File: src/rtl/hack_run_ctrl.sv
// Hack CPU run/boot controller: streams a length-prefixed image into ROM,
// sequences CPU reset/run, and parks the CPU when it hits its terminal self-jump.
module hack_run_ctrl #(
  parameter int unsigned HALT_CYCLES = 4
) (
  input  logic        clock,
  input  logic        reset,
  input  logic        cmd_load,
  input  logic        cmd_run,
  input  logic        cmd_stop,
  input  logic        rx_valid,
  input  logic [7:0]  rx_data,
  output logic        rx_ready,
  output logic        rom_we,
  output logic [14:0] rom_addr,
  output logic [15:0] rom_wdata,
  input  logic [14:0] cpu_pc,
  input  logic        cpu_writeM,
  output logic        cpu_reset,
  output logic        mem_we,
  output logic [31:0] cycles_run,
  output logic        loaded,
  output logic        halted,
  output logic        err
);

  typedef enum logic [2:0] {
    S_IDLE, S_LEN_HI, S_LEN_LO, S_DATA_HI, S_DATA_LO, S_RUN_RST, S_RUN, S_HALT
  } state_t;

  state_t      state_q, state_d;
  logic [15:0] len_q, len_d, addr_q, addr_d, len_w;
  logic [7:0]  hi_q, hi_d, match_q, match_d;
  logic [14:0] pc_d1_q, pc_d1_d, pc_d2_q, pc_d2_d;
  logic [1:0]  hist_q, hist_d;
  logic        rom_we_q, rom_we_d, loaded_q, loaded_d, halted_q, halted_d, err_q, err_d;
  logic [14:0] rom_addr_q, rom_addr_d;
  logic [15:0] rom_wdata_q, rom_wdata_d;
  logic [31:0] cycles_q, cycles_d;
  logic        xfer;

  assign rx_ready   = state_q inside {S_LEN_HI, S_LEN_LO, S_DATA_HI, S_DATA_LO};
  assign cpu_reset  = (state_q != S_RUN);
  assign mem_we     = (state_q == S_RUN) && cpu_writeM;
  assign xfer       = rx_valid && rx_ready;
  assign rom_we     = rom_we_q;
  assign rom_addr   = rom_addr_q;
  assign rom_wdata  = rom_wdata_q;
  assign cycles_run = cycles_q;
  assign loaded     = loaded_q;
  assign halted     = halted_q;
  assign err        = err_q;

  always_comb begin
    state_d     = state_q;
    len_d       = len_q;
    addr_d      = addr_q;
    hi_d        = hi_q;
    match_d     = match_q;
    pc_d1_d     = pc_d1_q;
    pc_d2_d     = pc_d2_q;
    hist_d      = hist_q;
    rom_we_d    = 1'b0;
    rom_addr_d  = rom_addr_q;
    rom_wdata_d = rom_wdata_q;
    cycles_d    = cycles_q;
    loaded_d    = loaded_q;
    halted_d    = halted_q;
    err_d       = err_q;
    len_w       = {len_q[15:8], rx_data};
    case (state_q)
      S_IDLE, S_HALT: begin
        if (cmd_stop) state_d = S_IDLE;
        else if (cmd_load) begin
          state_d  = S_LEN_HI;
          loaded_d = 1'b0;
          err_d    = 1'b0;
          halted_d = 1'b0;
        end else if (cmd_run) state_d = S_RUN_RST;
      end
      S_LEN_HI, S_LEN_LO, S_DATA_HI, S_DATA_LO: begin
        if (cmd_stop) begin
          state_d  = S_IDLE;
          loaded_d = 1'b0;
        end else if (xfer) begin
          case (state_q)
            S_LEN_HI: begin
              len_d[15:8] = rx_data;
              state_d     = S_LEN_LO;
            end
            S_LEN_LO: begin
              len_d = len_w;
              if (len_w == 16'd0) begin
                state_d  = S_IDLE;
                loaded_d = 1'b1;
              end else if (len_w > 16'h8000) begin
                state_d = S_IDLE;
                err_d   = 1'b1;
              end else begin
                state_d = S_DATA_HI;
                addr_d  = 16'd0;
              end
            end
            S_DATA_HI: begin
              hi_d    = rx_data;
              state_d = S_DATA_LO;
            end
            default: begin
              rom_we_d    = 1'b1;
              rom_addr_d  = addr_q[14:0];
              rom_wdata_d = {hi_q, rx_data};
              addr_d      = addr_q + 16'd1;
              if (addr_q == len_q - 16'd1) begin
                state_d  = S_IDLE;
                loaded_d = 1'b1;
              end else state_d = S_DATA_HI;
            end
          endcase
        end
      end
      S_RUN_RST: begin
        if (cmd_stop) state_d = S_IDLE;
        else begin
          state_d  = S_RUN;
          cycles_d = 32'd0;
          halted_d = 1'b0;
          pc_d1_d  = 15'd0;
          pc_d2_d  = 15'd0;
          hist_d   = 2'd0;
          match_d  = 8'd0;
        end
      end
      default: begin
        if (cmd_stop) state_d = S_IDLE;
        else begin
          if (cycles_q != 32'hFFFF_FFFF) cycles_d = cycles_q + 32'd1;
          pc_d1_d = cpu_pc;
          pc_d2_d = pc_d1_q;
          if (hist_q != 2'd2) hist_d = hist_q + 2'd1;
          // A 1- or 2-instruction self-jump makes pc repeat with period <= 2.
          if (hist_q == 2'd2 && cpu_pc == pc_d2_q) begin
            match_d = match_q + 8'd1;
            if ((9'(match_q) + 9'd1) == 9'(HALT_CYCLES)) begin
              state_d  = S_HALT;
              halted_d = 1'b1;
            end
          end else match_d = 8'd0;
        end
      end
    endcase
  end

  always_ff @(posedge clock) begin
    if (reset) begin
      state_q     <= S_IDLE;
      len_q       <= '0;
      addr_q      <= '0;
      hi_q        <= '0;
      match_q     <= '0;
      pc_d1_q     <= '0;
      pc_d2_q     <= '0;
      hist_q      <= '0;
      rom_we_q    <= 1'b0;
      rom_addr_q  <= '0;
      rom_wdata_q <= '0;
      cycles_q    <= '0;
      loaded_q    <= 1'b0;
      halted_q    <= 1'b0;
      err_q       <= 1'b0;
    end else begin
      state_q     <= state_d;
      len_q       <= len_d;
      addr_q      <= addr_d;
      hi_q        <= hi_d;
      match_q     <= match_d;
      pc_d1_q     <= pc_d1_d;
      pc_d2_q     <= pc_d2_d;
      hist_q      <= hist_d;
      rom_we_q    <= rom_we_d;
      rom_addr_q  <= rom_addr_d;
      rom_wdata_q <= rom_wdata_d;
      cycles_q    <= cycles_d;
      loaded_q    <= loaded_d;
      halted_q    <= halted_d;
      err_q       <= err_d;
    end
  end

endmodule

File: config.mk
export PLATFORM = sky130hd
export DESIGN_NAME = hack_run_ctrl
export DESIGN_NICKNAME = d
export VERILOG_FILES = /design/src/rtl/hack_run_ctrl.sv
export SDC_FILE = /design/constraint.sdc
export NUM_CORES = 1
export LEC_CHECK = 0
export ABC_AREA = 1
export CORE_MARGIN = 5
export CORE_UTILIZATION = 55
export CTS_CLUSTER_SIZE = 30
export DETAILED_ROUTE_END_ITERATION = 12
export GPL_TIMING_DRIVEN = 0
export PLACE_DENSITY_LB_ADDON = 0.12
export SLEW_MARGIN = 20
export SYNTH_ARGS = -nofsm -noshare
export SYNTH_HDL_FRONTEND = slang
export SYNTH_SLANG_ARGS = --single-unit
File: constraint.sdc
create_clock -name clock -period 2.08 [get_ports clock]
set_clock_uncertainty 0.15 [all_clocks]
set_input_delay 0.208 -clock clock [delete_from_list [all_inputs] [get_ports clock]]
set_output_delay 0.208 -clock clock [all_outputs]
set_load 0.005 [all_outputs]
==> results of run 1 <==
[worst paths after layout]
check | end | slack (ns) | depth (start not counted)
setup reg to reg | cycles_run[11] | 0.08 | 13
setup / recovery | cycles_run[11] | 0.08 | 13
hold reg to reg | pc_d1_q[12] | 0.31 | 2
hold / removal | hi_q[3] | 0.08 | 3
[worst register-to-register path: cells and delay by family (launching register included)]
kind	cells	cell delay, ns
AND/OR/NAND/NOR	9	0.86
buffers and inverters	3	0.41
flip-flops	1	0.38
AO/OA/AOI/OAI	1	0.09
[metal layers]
metal	vias to the layer above	global-route usage, %	part of all wire [%]
met2	345	44.0	47
li1	4011	-	-
met3	60	6.00	7.4
met5	-	0	0
met1	3685	35.1	43
met4	0	10.5	2.9
[synth_stat cells, types with 5 or more instances]
cell | count | area share (%)
a21oi_1 | 117 | 7.6
buf_2 | 8 | 0.52
buf_6 | 5 | 0.73
clkbuf_1 | 28 | 1.4
dfxtp_1 | 150 | 39
ha_1 | 5 | 0.81
inv_1 | 95 | 4.6
inv_2 | 5 | 0.24
nand2_1 | 265 | 13
nand3_1 | 54 | 3.5
nand4_1 | 29 | 2.4
nor2_1 | 178 | 8.7
nor2_2 | 5 | 0.41
nor3_1 | 40 | 2.6
o21ai_0 | 71 | 4.6
xnor2_1 | 5 | 0.57
xor2_1 | 39 | 4.4
[area by class of cell]
class	instances	area, um2	share of cell area (%)
Tap cell	180	225	2.26
Timing Repair Buffer	115	1150	11.5
Clock inverter	13	170	1.71
Clock buffer	19	433	4.34
Multi-Input combinational cell	851	4300	43.2
Buffer	43	243	2.44
Sequential cell	150	3060	30.7
Inverter	102	393	3.94
[power breakdown]
part / internal [mW] / leakage (nW) / switching [mW]
Combinational: 0.834 / 2.22 / 1.35
Sequential: 3.03 / 1.23 / 0.149
Clock: 1.90 / 0.285 / 1.27
Total: 5.76 / 3.73 / 2.76
[through the flow]
step | utilization, % | area, um2 | power (mW)
6_report | 72.4 | 9970 | 8.53
5_1_grt | 72.4 | 9970 | 8.95
4_1_cts | 69.5 | 9580 | 8.31
3_5_place_dp | 64.6 | 8890 | 5.13
3_3_place_gp | 64.6 | 8890 | 5.10
2_1_floorplan | - | 7680 | 4.51
[sequential cells by signal, summed over array words and instances (netlist names), 3 cells and up]
register    flops
hi_q            8
addr_q         16
rom_wdata      16
len_q          16
pc_d1_q        15
rom_addr       15
match_q         8
state_q         3
pc_d2_q        15
cycles_run     32
[layout by cell type (no fill, tap or decap), types with 4 or more instances in the layout]
cell               n
nand4_1           29
clkbuf_1          26
nor3_1            34
xor2_1            39
inv_6              4
nor2_1           158
nand2_1          257
o21ai_0           67
buf_4             15
nor3b_1            4
buf_2              6
clkbuf_16         19
dfxtp_1          126
inv_1             91
xnor2_1            5
nor3_2             4
nand3b_1           4
dfxtp_2           15
nor2_2            19
nand3_1           51
nand2_2           11
clkdlybuf4s50_1   96
inv_4              4
inv_2              6
o21ai_1            5
a211oi_1           4
dfxtp_4            9
buf_6              4
a21oi_1          117
nor2_4             9
[what timing repair did]
action                                  in CTS  in global routing
setup buffers                                1                 14
resized for setup                           27                 89
endpoints found under the setup margin      65                 96
pin swaps                                    2                 17
cloned                                       0                  2
[cell families (layout without fill, tap and decap cells)]
family / count (synthesis) / after routing / synth area share, %
DFF: 150 / 150 / 39.1
and+or+nand+nor: 596 / 596 / 33.4
buffers and inverters: 146 / 292 / 7.80
xor gates and xnor gates: 44 / 44 / 5.01
AOI/OAI and AO/OA: 206 / 206 / 13.9
adders and majority gates: 5 / 5 / 0.814
==> impl_metrics.ini, run 1 <==
[run_status]
status = finished clean

[routing]
drt_wl_total_um = 22500
drtIter0Drc = 965
avgRoutedWirePerCell_um = 15.3
ant_nets = 0
vias = 8101
drc_errors = 0
vias_per_cell = 5.50
dr.pass1.iters = 5

[synth]
syn_avg_cell_area_um2 = 6.70
yosysSeqAreaShare_pct = 39.1
synth_edf_count = 0
syn-instance-count = 1147
mappedNetlistNets = 1182
syn-cell-area_mm2 = 0.00768
synth-seq-cells = 150
yosysUniqueCellTypes = 40
synthFlopType = dfxtp_1
async_reset_ff_share_pct = 0
yosys_warnings = 0

[power]
peakVddDrop_uv = 508
power_density_mw_per_mm2 = 856
p_leak_nw = 3.73

[setup_path]
crit_type = register to register
critPathMaxFanout = 6
worstPathRequired_ns = 2.25
startpoint = state_q[0]
cp_slowest_cell = dfxtp_4
crit_path_frequent_cell = nor2_1
crit_arrival_ns = 2.17
cp.buffers_inverters = 3
critPathCaptureType = register
cp-start-kind = register
slowest_delay_ns = 0.38
reg2reg_from = state_q[0]
path_cells = inv_4, o21ai_2, nor2_1, nand2_2, clkinv_1, nand2_4, buf_12, nor2_4, nand2_2, nor2_1, nand2_1, nand2_1, nor2_1
critPathTopFamily = simple AND/OR/NAND/NOR gates

[final_layout]
num-nets-final = 1315
fillers = 1166
drive_gt1_share_pct = 12.2
area_growth_pct = 29.7
n_antenna_cell = 0
final_cells = 1473

[global_route]
grt_pass1_wl_um = 35900
grt-ovfl-total = 0
grt_max_degree = 17
track_usage_pct = 27.1
antenna_found_initial = 0
grt_pass1_vias = 7455

[placement]
io_buffers = 98
dp.cells = 1425
dp_slack_ns = -0.358
dp_hpwl_um = 15800
gp_congestion = 0.940

[die]
fp.dieW_um = 128
rows = 43
start_util_pct = 55.8
core_area_mm2 = 0.0138
die_area_mm2 = 0.0164
die_y_um = 128
io_pins = 100

[timing]
whs_ns = 0.0816
tightest_slew_ns = 0.736
drv_slew = 0
fin_ws_ns = 0.0823
hold_violations = 0
fin_crit_sh_pct = 96.0
finalCriticalPeriod_ns = 2.00
slew_headroom_pct = 50.9
fin_setup_tns_ns = 0
fmax_mhz = 501
finalSetupViolations = 0

[clocking]
cts_inserted_buffers = 17
tritoncts = built
ctsHtreeMaxLevel = 4
clk_path_buf_depth = 2
cts_root_buf = clkbuf_16
ctsHoldBuffers = 0
clock_sinks = 150
clock_latency_ns = 0.43
path_clk_slew_ns = 0.07

[min_path]
holdCritPathClass = primary input to register
worst_hold_startpoint = rx_data[3]

[run]
max_cap_violations = 0
Power figures use the tool's default switching activity.
==> run 2: changes to the inputs <==
--- a/config.mk
+++ b/config.mk
@@ -6,6 +6,7 @@
 export NUM_CORES = 1
 export LEC_CHECK = 0
 export ABC_AREA = 1
+export ABC_CLOCK_PERIOD_IN_PS = 2080
 export CORE_MARGIN = 5
 export CORE_UTILIZATION = 55
 export CTS_CLUSTER_SIZE = 30
==> results of run 2 <==
No change in the layout: final DEF, timing and power equal those of run 1.
==> patch: new RTL, flow settings as in run 1 <==
Put one more register stage on the output `err`, without a reset. The value now appears one clock later. The other outputs are not delayed to match.
--- a/src/rtl/hack_run_ctrl.sv
+++ b/src/rtl/hack_run_ctrl.sv
@@ -49,7 +49,9 @@
   assign cycles_run = cycles_q;
   assign loaded     = loaded_q;
   assign halted     = halted_q;
-  assign err        = err_q;
+  always_ff @(posedge clock) begin
+    err <= err_q;
+  end
 
   always_comb begin
     state_d     = state_q;
Formal check against the unedited RTL: not equivalent (Yosys sat finds a counterexample within 4 cycles, from zero or initial values and one cycle with reset high).
==> patch against run 1 <==
Sequential cell count rose by 1. Routed wire length grew 1.0%. Critical path type unchanged. Setup slack got worse by 40 ps. Final area rose by 0.41%. Total power down 0.15%. Area after synthesis is 0.26% higher. Critical endpoint is now cycles_run[23]. First-iteration DRC count shrank 26%. Synthesized cell count barely moved.
==> patch: results (changes against run 1) <==
| Metric | Value |
|---|---|
| Outcome | finished clean |
| CTS Buffer Depth | 2 (unchanged) |
| R2R depth | 9 (-4) |
| Share of cells above drive strength 1 | 12.2% (-0.019 points) |
| Largest register FFs | 32 (unchanged) |
| GPL Wtd Cong | 0.972 (+3.4%) |
| VDD IR max | 0.572 mV (+13%) |
| Slowest stage delay, CP | 430 ps (+50 ps) |
| First-pass GRT wire length | 35,500 microns (-1.3%) |
| CP Max Fanout | 10 (+4) |
| Synth top area cells | dfxtp_1 (39%), nand2_1 (13%), nor2_1 (8.7%) |
| Xor and xnor area share after synthesis | 5.00% (-0.013 points) |
| Max_slew headroom | 53.0% (+2.1 points) |
| Leak Pwr | 3.83 nW (+2.8%) |
| Mux cell area share after synthesis | 0% (unchanged) |
| Area share of fa/ha/maj cells after synthesis | 0.812% (-0.0021 points) |
| # fillers | 1,154 (-1.0%) |
| R2R setup slack | 40 ps (-40 ps) |
| Commonest cells in the netlist | nand2_1 (265), nor2_1 (178), dfxtp_1 (151) |
| Top_reg_cell synth | dfxtp_1 |
| Drt initial violations | 715 (-26%) |
| Compound-cell area share of the yosys netlist | 13.9% (-0.036 points) |
| TritonRoute pass-1 iters | 5 (unchanged) |
| Max Slew Vio Count | 0 (unchanged) |
| Hpwl dp | 16,100 microns (+1.7%) |
| Worst skew pair latency | 430 ps (about the same) |
| Critical path's slowest cell | dfxtp_1 |
| Fin nets | 1,318 (+0.23%) |
| ANT cells | 0 (unchanged) |
| Routed vias | 8,163 (+0.77%) |
| Syn Nets | 1,183 (+0.085%) |
| Worst Hold Class | in -> reg |
| Sequential share of the synthesized area | 39.2% (+0.16 points) |
| CTS Buf Count | 17 (unchanged) |
| Total GRT Usage | 26.5% (-0.57 points) |
| Post-DP Area | 0.00891 sq mm (+0.23%) |
| Largest net degree at the start of global routing | 17 (unchanged) |
| Vias in the first global route | 7,311 (-1.9%) |
| Initial antenna violation count | 0 (unchanged) |
| Wire length per cell | 15.4 microns (+0.88%) |
[patch: cell types whose count changed in the layout (fill, tap and decap cells not counted), sizes merged]
cell           before  now
clkdlybuf4s50      96   90
dlymetal6s2s        1    7
clkinvlp            3    0
buf                29   31
clkinv              4    6
clkbuf             50   49
clkdlybuf4s15       1    0
dfxtp             150  151
dlygate4sd2         0    1
inv               105  106
[patch: final cells by class]
class	count	area (sq um)	area share, %
buffer	44	244	2.44
clock buffer	18	429	4.29
clock inverter	13	171	1.71
inverter	102	395	3.95
multi-input combinational	851	4300	43.0
sequential	151	3080	30.7
tap	180	225	2.25
timing repair buffer	116	1170	11.7
[patch: kinds of logic (layout without fill, tap and decap cells)]
family,count (synthesis),in the layout
simple gates,596,596
compound gates,206,206
flops,151,151
buf+inv,146,293
xor+xnor,44,44
fa+ha+maj,5,5
[patch: timing repair]
item,in CTS,in global routing
pin swaps,1,16
buffers inserted,1,15
cloned,0,2
resized for setup,20,97
setup endpoints to repair,67,89
[patch: path summary, 6_finish.rpt]
kind / from / end
worst max register to register: cycles_run[13] / cycles_run[23]
worst min register to register: err_q / err
worst max-delay path: cycles_run[13] / cycles_run[23]
worst min-delay path: rx_data[0] / hi_q[0]
[patch: power by group]
group / switching, mW / internal [mW]
combinational: 1.33 / 0.797
clock: 1.29 / 1.90
sequential: 0.142 / 3.05
[patch: worst min-delay path: stages]
cell	delay [ps]
dlymetal6s2s_1	180
nand3_1	100
a21oi_1	60
[patch: stage by stage]
stage | hold slack (ps) | std cells | TNS (ps) | worst slack (ps)
floorplan | 181 | 1148 | 0 | 208
global placement | 229 | 1426 | -9890 | -327
detailed placement | 228 | 1426 | -11110 | -361
CTS | 212 | 1458 | -27.0 | -8.81
global route | 52.4 | 1475 | -392 | -64.5
finish | 22.6 | 1475 | 0 | 41.9
[patch: routing by layer]
layer / vias up / routed length [microns] / global-route usage [%]
li1: 4013 / - / -
met1: 3757 / 9810 / 34.8
met2: 329 / 10800 / 44.5
met3: 64 / 1500 / 4.15
met4: 0 / 632 / 9.49
met5: - / 0 / 0
